<file path="src/rtl/sd_spi_pkg.sv">
// Shared types and widths for the SD-card SPI initiator.
package sd_spi_pkg;

    localparam int DIV_W = 8;
    localparam int CNT_W = 8;

    typedef enum logic [1:0] {
        OP_XFER      = 2'd0,
        OP_INIT      = 2'd1,
        OP_SET_CS    = 2'd2,
        OP_SET_SPEED = 2'd3
    } op_e;

    typedef enum logic [1:0] {
        IDLE = 2'd0,
        LOW  = 2'd1,
        HIGH = 2'd2,
        DONE = 2'd3
    } state_e;

endpackage

</file>
<file path="src/rtl/spi_clk_div.sv">
// Loadable down-counter that sets the length of each SCK half-period.
module spi_clk_div
    import sd_spi_pkg::*;
(
    input  logic             clk_sys,
    input  logic             reset,
    input  logic             load_i,
    input  logic [DIV_W-1:0] div_i,
    output logic             tick_o
);

    logic [DIV_W-1:0] cnt_q;
    logic [DIV_W-1:0] cnt_d;

    always_comb begin
        cnt_d = cnt_q;
        if (load_i) begin
            cnt_d = div_i;
        end else if (cnt_q != '0) begin
            cnt_d = cnt_q - 1'b1;
        end
    end

    always_ff @(posedge clk_sys) begin
        if (reset) begin
            cnt_q <= '0;
        end else begin
            cnt_q <= cnt_d;
        end
    end

    assign tick_o = (cnt_q == '0);

endmodule

</file>
<file path="src/rtl/sd_spi_master.sv">
// SPI mode-0 initiator for an SD card: byte transfers, chip-select and speed
// control, and the power-up clock burst, all through a single command port.
module sd_spi_master
    import sd_spi_pkg::*;
#(
    parameter logic [DIV_W-1:0] CLK_DIV_SLOW = 8'd63,
    parameter logic [DIV_W-1:0] CLK_DIV_FAST = 8'd1,
    parameter logic [CNT_W-1:0] INIT_CLOCKS  = 8'd80
) (
    input  logic       clk_sys,
    input  logic       reset,
    input  logic       cmd_valid,
    output logic       cmd_ready,
    input  logic [1:0] cmd_op,
    input  logic [7:0] cmd_data,
    output logic       rx_valid,
    output logic [7:0] rx_data,
    output logic       busy,
    output logic       fast,
    output logic       sd_cs,
    output logic       sd_sck,
    output logic       sd_mosi,
    input  logic       sd_miso,
    output logic       drive_led
);

    state_e           state_q, state_d;
    logic             sck_q, sck_d;
    logic             cs_q, cs_d;
    logic             mosi_q, mosi_d;
    logic             fast_q, fast_d;
    logic             rx_valid_q, rx_valid_d;
    logic [7:0]       rx_data_q, rx_data_d;
    logic [7:0]       tx_q, tx_d;
    logic [7:0]       rx_q, rx_d;
    logic [CNT_W-1:0] bitcnt_q, bitcnt_d;
    logic [DIV_W-1:0] div_q, div_d;
    logic             init_q, init_d;
    logic [CNT_W-1:0] limit;
    logic             accept;
    logic             load;
    logic             tick;

    spi_clk_div u_div (
        .clk_sys (clk_sys),
        .reset   (reset),
        .load_i  (load),
        .div_i   (div_d),
        .tick_o  (tick)
    );

    // Ready is held off for the rx_valid cycle so the requester sees the byte first.
    assign cmd_ready = !reset && (state_q == IDLE) && !rx_valid_q;
    assign accept    = cmd_valid && cmd_ready;
    assign limit     = init_q ? INIT_CLOCKS : CNT_W'(8);

    always_comb begin
        state_d    = state_q;
        sck_d      = sck_q;
        cs_d       = cs_q;
        mosi_d     = mosi_q;
        fast_d     = fast_q;
        rx_valid_d = 1'b0;
        rx_data_d  = rx_data_q;
        tx_d       = tx_q;
        rx_d       = rx_q;
        bitcnt_d   = bitcnt_q;
        div_d      = div_q;
        init_d     = init_q;
        load       = 1'b0;
        unique case (state_q)
            IDLE: begin
                if (accept) begin
                    unique case (op_e'(cmd_op))
                        OP_XFER: begin
                            tx_d     = cmd_data;
                            mosi_d   = cmd_data[7];
                            bitcnt_d = '0;
                            init_d   = 1'b0;
                            div_d    = fast_q ? CLK_DIV_FAST : CLK_DIV_SLOW;
                            load     = 1'b1;
                            state_d  = LOW;
                        end
                        OP_INIT: begin
                            cs_d     = 1'b1;
                            mosi_d   = 1'b1;
                            bitcnt_d = '0;
                            init_d   = 1'b1;
                            div_d    = CLK_DIV_SLOW;
                            load     = 1'b1;
                            state_d  = LOW;
                        end
                        OP_SET_CS:    cs_d   = cmd_data[0];
                        OP_SET_SPEED: fast_d = cmd_data[0];
                        default: ;
                    endcase
                end
            end
            LOW: begin
                if (tick) begin
                    sck_d   = 1'b1;
                    rx_d    = {rx_q[6:0], sd_miso};
                    load    = 1'b1;
                    state_d = HIGH;
                end
            end
            HIGH: begin
                if (tick) begin
                    sck_d    = 1'b0;
                    bitcnt_d = bitcnt_q + 1'b1;
                    if (bitcnt_d == limit) begin
                        state_d = init_q ? IDLE : DONE;
                    end else begin
                        // MOSI changes on the falling edge, a full half-period before the next rise.
                        if (!init_q) begin
                            mosi_d = tx_q[6];
                            tx_d   = {tx_q[6:0], 1'b1};
                        end
                        load    = 1'b1;
                        state_d = LOW;
                    end
                end
            end
            DONE: begin
                rx_valid_d = 1'b1;
                rx_data_d  = rx_q;
                mosi_d     = 1'b1;
                state_d    = IDLE;
            end
            default: state_d = IDLE;
        endcase
    end

    always_ff @(posedge clk_sys) begin
        if (reset) begin
            state_q    <= IDLE;
            sck_q      <= 1'b0;
            cs_q       <= 1'b1;
            mosi_q     <= 1'b1;
            fast_q     <= 1'b0;
            rx_valid_q <= 1'b0;
            rx_data_q  <= '0;
        end else begin
            state_q    <= state_d;
            sck_q      <= sck_d;
            cs_q       <= cs_d;
            mosi_q     <= mosi_d;
            fast_q     <= fast_d;
            rx_valid_q <= rx_valid_d;
            rx_data_q  <= rx_data_d;
        end
    end

    always_ff @(posedge clk_sys) begin
        tx_q     <= tx_d;
        rx_q     <= rx_d;
        bitcnt_q <= bitcnt_d;
        div_q    <= div_d;
        init_q   <= init_d;
    end

    assign rx_valid  = rx_valid_q;
    assign rx_data   = rx_data_q;
    assign busy      = ~cmd_ready;
    assign fast      = fast_q;
    assign sd_cs     = cs_q;
    assign sd_sck    = sck_q;
    assign sd_mosi   = mosi_q;
    assign drive_led = ~cs_q;

endmodule

</file>
<file path="config.mk">
export PLATFORM = sky130hd
export DESIGN_NAME = sd_spi_master
export DESIGN_NICKNAME = d
export VERILOG_FILES = /design/src/rtl/sd_spi_pkg.sv /design/src/rtl/spi_clk_div.sv /design/src/rtl/sd_spi_master.sv
export SDC_FILE = /design/constraint.sdc
export NUM_CORES = 1
export LEC_CHECK = 0
export CAP_MARGIN = 30
export CELL_PAD_IN_SITES_DETAIL_PLACEMENT = 1
export CELL_PAD_IN_SITES_GLOBAL_PLACEMENT = 1
export CORE_MARGIN = 3
export CORE_UTILIZATION = 46
export CTS_BUF_LIST = sky130_fd_sc_hd__clkbuf_16
export DETAILED_ROUTE_END_ITERATION = 12
export PLACE_DENSITY = 0.88
export SYNTH_ARGS = -nofsm -noshare
export SYNTH_HDL_FRONTEND = slang
export SYNTH_SLANG_ARGS = --single-unit
</file>
<file path="constraint.sdc">
create_clock -name clk_sys -period 3.83 [get_ports clk_sys]
set_clock_uncertainty 0.1 [all_clocks]
set_input_delay 0.9575 -clock clk_sys [delete_from_list [all_inputs] [get_ports clk_sys]]
set_output_delay 0.9575 -clock clk_sys [all_outputs]
set_load 0.02 [all_outputs]
</file>
==> flow_metrics.tcl, run 1 <==
set metrics [dict create \
    maxSlewViolCount 0 \
    num_rows 26 \
    syn_area_um2 2570 \
    crit_path_max_fanout 2 \
    synthCells 269 \
    finalHoldViolCount 0 \
    ir_drop_v 0.000463 \
    path_clk_slew_ns 0.07 \
    io_pins 30 \
    grtUsageTotal 0.213 \
    initial_core_util 0.488 \
    period_share 0.951 \
    setup_viol 0 \
    cts_setup_buffers 0 \
    final.setup.worst_slack_ns 0.186 \
    place_inst 357 \
    max_freq_ghz 0.274 \
    start_kind "input pin" \
    fp.dieH_um 80.8 \
    power_density_nw_per_um2 548 \
    cts_tree "built" \
    post_drt_via_cell_ratio 5.61 \
    ys_seq_area_frac 0.521 \
    dp_hpwl_um 4330 \
    yosys_warnings 0 \
    drive_gt1_frac 0.0814 \
    area_growth_pct 18.9 \
    p_total_mw 1.68 \
    gp_congestion 0.820 \
    die_w_um 80.8 \
    crit_type "input pin to primary output" \
    grt_max_degree 21 \
    drt_iter0_drc 97 \
    die_area_um2 6530 \
    io_buffers 29 \
    clk_path_buf_depth 2 \
    synth_top_area_share 0.280 \
    final_util 0.580 \
    synthTopCellsByArea "edfxtp_1 (28%), dfxtp_1 (24%), nand2_1 (7.9%)" \
    numCtsBuffers 5 \
    cp.required_ns 2.77 \
    yosysTopAreaCell "edfxtp_1" \
    synth_common_cells "nand2_1 (54), dfxtp_1 (31), edfxtp_1 (24), a21oi_1 (23), nor2_1 (17)" \
    core_area_um2 5270 \
    post-route-min-period_ns 3.64 \
    leakagePower_nw 1.15 \
    synth_most_common_cell "nand2_1" \
    antenna_found_initial 0 \
    grt_pass1_vias 2180 \
    final_nets 314 \
    clkLatencyLatePin_ns 0.29 \
    grt_setup_unrepaired "no" \
    max_slew.worst_pin.slew_ns 0.850 \
    root_buffer "clkbuf_16" \
    hold_class "flop to flop" \
    ys_ff_latch 55 \
    htree_num_levels 2 \
    finalNonFillerCells 365 \
    fillers 599 \
    antenna_cells 0 \
    hold_buffers 0 \
    wl_per_cell_um 17.4 \
    cap_violations 0 \
    ant_nets 0 \
    clkSinkCount 55 \
    status "finished clean" \
    ys_types 52 \
    post_synth.cell_area_avg_um2 9.56 \
    via_count 2049 \
    relSlewSlack 0.427 \
    pre_cts_slack_ns 0.189 \
    grt_overflow 0 \
    async_flop_share 0 \
    arrival_ns 2.59 \
    fin_tns_setup_ns 0 \
    grt_pass1_wl_um 10700 \
    end_kind "primary output" \
    synth-edff-count 24 \
    dr.pass1.iters 4 \
    post-route-drc-count 0 \
    synth_fp_nets 289 \
    routed_wirelength_um 6370 \
    synth_flop_cell "dfxtp_1" \
    ctsResizeCount 0 \
]
## per-stage QoR
step / instance area (um^2) / hold slack [ns]
2_1_floorplan: 2570 / 0.302
6_report: 3060 / 0.354
3_5_place_dp: 2890 / 0.314
3_3_place_gp: 2890 / 0.311
4_1_cts: 3060 / 0.353
5_1_grt: 3060 / 0.365
## metal layers
layer  track usage  part of all wire  up-vias
met5             0                 0        -
met4        0.0625             0.014        0
met3        0.0344             0.021       10
met2         0.369              0.52       23
met1         0.276              0.45     1031
li1              -                 -      985
## final cells by class
type,count,area (um^2),area share
Sequential cell,55,1340,0.439
Multi-Input combinational cell,190,1110,0.362
Timing Repair Buffer,32,313,0.102
Clock buffer,6,150,0.0491
Tap cell,70,87.6,0.0286
Inverter,10,42.5,0.0139
Clock inverter,2,16.3,0.00532
## cells in the final DEF, fill, tap and decap left out, types with 4 or more instances in the layout
cell type / instances
nand2_1: 54
dfxtp_1: 31
clkdlybuf4s50_1: 29
edfxtp_1: 24
a21oi_1: 23
nor2_1: 17
o21ai_0: 13
inv_1: 8
nand3_1: 8
ha_1: 6
clkbuf_16: 6
nor2b_1: 5
nor3_1: 5
o21a_1: 5
xnor2_1: 5
xor2_1: 4
or3_1: 4
## report_power, final
part	switching (mW)	internal (mW)	leakage (nW)
clock network	0.217	0.285	0.0786
registers	0.0624	0.677	0.473
logic	0.239	0.195	0.594
## worst paths after layout
check / start / endpoint / slack (ns) / cells after the start
worst max-delay path: reset / cmd_ready / 0.19 / 4
worst min register to register: rx_data[0] / rx_data[0] / 0.35 / 2
worst min-delay path: rx_data[0] / rx_data[0] / 0.35 / 2
worst max register to register: u_div.cnt_q[0] / rx_q[7] / 1.17 / 7
## worst max-delay path, stage by stage
cell,delay (ns)
clkdlybuf4s50_1,0.45
or4_4,0.50
inv_2,0.08
clkdlybuf4s50_1,0.60
## registers in the layout, summed over array words and instances (netlist names), 2 cells and up
signal and flops:
bitcnt_q 8, div_q 8, rx_data 8, rx_q 8
u_div.cnt_q 8, tx_q 7, state_q 2
## logic make-up after synthesis
family          synth area share
compound gates             0.145
xor+xnor                  0.0306
fa+ha+maj                 0.0292
buf+inv                   0.0481
flops                      0.521
simple gates               0.226
(Power assumes the default switching activity.)
==> run 2, diff against run 1 <==
SLEW_MARGIN = 25   (was unset)
==> results of run 2 <==
Final layout, timing and power as in run 1 (identical DEF).
==> run 3, diff against run 2 <==
--- a/config.mk
+++ b/config.mk
@@ -13,5 +13,5 @@
 export CTS_BUF_LIST = sky130_fd_sc_hd__clkbuf_16
 export DETAILED_ROUTE_END_ITERATION = 12
-export PLACE_DENSITY = 0.88
+export PLACE_DENSITY_LB_ADDON = 0.15
 export SLEW_MARGIN = 25
 export SYNTH_ARGS = -nofsm -noshare
==> constraint.sdc (replaced) <==
create_clock -name clk_sys -period 3.83 [get_ports clk_sys]
set_clock_uncertainty 0.1 [all_clocks]
set_input_delay 0.5745 -clock clk_sys [delete_from_list [all_inputs] [get_ports clk_sys]]
set_output_delay 0.5745 -clock clk_sys [all_outputs]
set_load 0.02 [all_outputs]
==> flow_metrics.tcl, run 3 (synthesized netlist as in run 1, its figures left out) <==
set metrics [dict create \
    pre_cts_slack_ns 0.965 \
    crit_top_cell "clkdlybuf4s50_1" \
    hold_ws_ns 0.353 \
    grt_setup_unrepaired "no" \
    clkSinkCount 55 \
    cts_tree "built" \
    setup_viol 0 \
    p_total_mw 1.75 \
    relSlewSlack 0.439 \
    maxSlewViolCount 0 \
    routed_wirelength_um 6100 \
    fp.dieH_um 80.8 \
    path_clk_slew_ns 0.07 \
    place_inst 356 \
    final_nets 313 \
    slowest_stage "clkdlybuf4s50_1" \
    cts_setup_buffers 0 \
    fin_tns_setup_ns 0 \
    cp.buffers_inverters 3 \
    numCtsBuffers 5 \
    critPathMaxStageDelay_ns 0.60 \
    ant_nets 0 \
    crit_chain "clkdlybuf4s50_1, or4_4, inv_2, clkdlybuf4s50_1" \
    initial_core_util 0.488 \
    cp.required_ns 3.16 \
    htree_num_levels 2 \
    end_kind "primary output" \
    root_buffer "clkbuf_16" \
    grtUsageTotal 0.211 \
    clk_path_buf_depth 2 \
    grt_pass1_vias 2154 \
    wl_per_cell_um 16.8 \
    drt_iter0_drc 83 \
    worstHoldStart "rx_q[5]" \
    io_buffers 29 \
    grt_max_degree 21 \
    reg2reg_from "bitcnt_q[0]" \
    hold_buffers 0 \
    post_drt_via_cell_ratio 5.59 \
    antenna_cells 0 \
    crit_type "input pin to primary output" \
    final_cell_mix "nand2_1 (54), dfxtp_1 (31), clkdlybuf4s50_1 (29), edfxtp_1 (24), a21oi_1 (23)" \
    start_kind "input pin" \
    post-route-cell-area_um2 3070 \
    via_count 2034 \
    cp_top_family "buffers and inverters" \
    gp_congestion 0.790 \
    dp_hpwl_um 4220 \
    drive_gt1_frac 0.0782 \
    ctsResizeCount 0 \
    final_util 0.583 \
    crit_path_max_fanout 2 \
    grt_pass1_wl_um 10400 \
    io_pins 30 \
    finalHoldViolCount 0 \
    area_growth_pct 19.4 \
    post-route-drc-count 0 \
    period_share 0.738 \
    ir_drop_v 0.000317 \
    leakagePower_nw 1.15 \
    arrival_ns 2.15 \
    pwr-share-seq 0.424 \
    max_slew.worst_pin.slew_ns 0.833 \
    netSwitchingFraction 0.301 \
    placed_cell_area_um2 2880 \
    p_int_mw 1.22 \
    p_sw_uw 525 \
    final.setup.worst_slack_ns 1.00 \
    mostFrequentLayoutCell "nand2_1" \
    power_density_nw_per_um2 569 \
    status "finished clean" \
    clkLatencyLatePin_ns 0.30 \
    max_freq_ghz 0.354 \
    num_rows 26 \
    critical_path.startpoint "reset" \
    die_w_um 80.8 \
    die_area_um2 6530 \
    fillers 599 \
    antenna_found_initial 0 \
    grt_overflow 0 \
    finalNonFillerCells 364 \
    post-route-min-period_ns 2.83 \
    pwr-share-comb 0.253 \
    cap_violations 0 \
    hold_class "flop to flop" \
    clockPowerShare 0.323 \
    dr.pass1.iters 4 \
    core_area_um2 5270 \
]
[run 3: area by class of cell]
cell class,instances,area (um^2),share of cell area
timing repair buffer,31,305,0.0994
multi-input combinational,190,1110,0.361
clock inverter,2,36.3,0.0118
tap,70,87.6,0.0285
clock buffer,6,150,0.0489
inverter,10,42.5,0.0139
sequential,55,1340,0.437
[run 3: final timing paths]
check	to	slack [ns]	cells after the start
hold / removal	rx_q[6]	0.35	0
setup reg to reg	tx_q[5]	1.10	7
hold reg to reg	rx_q[6]	0.35	0
setup / recovery	cmd_ready	1.00	4
[run 3: power by group through the flow]
stage | registers, mW | clock network, mW | logic (mW)
5_1_grt | 0.752 | 0.599 | 0.497
4_1_cts | 0.739 | 0.572 | 0.443
2_1_floorplan | 0.733 | 0 | 0.319
3_5_place_dp | 0.749 | 0 | 0.429
3_3_place_gp | 0.745 | 0 | 0.417
6_report | 0.740 | 0.564 | 0.442
[run 3: routing by layer]
| metal | wire [um] | track usage | share of wire |
|---|---|---|---|
| met4 | 138 | 0.0811 | 0.023 |
| met3 | 168 | 0.0554 | 0.028 |
| met5 | 0 | 0 | 0 |
| met2 | 3120 | 0.371 | 0.51 |
| met1 | 2680 | 0.247 | 0.44 |
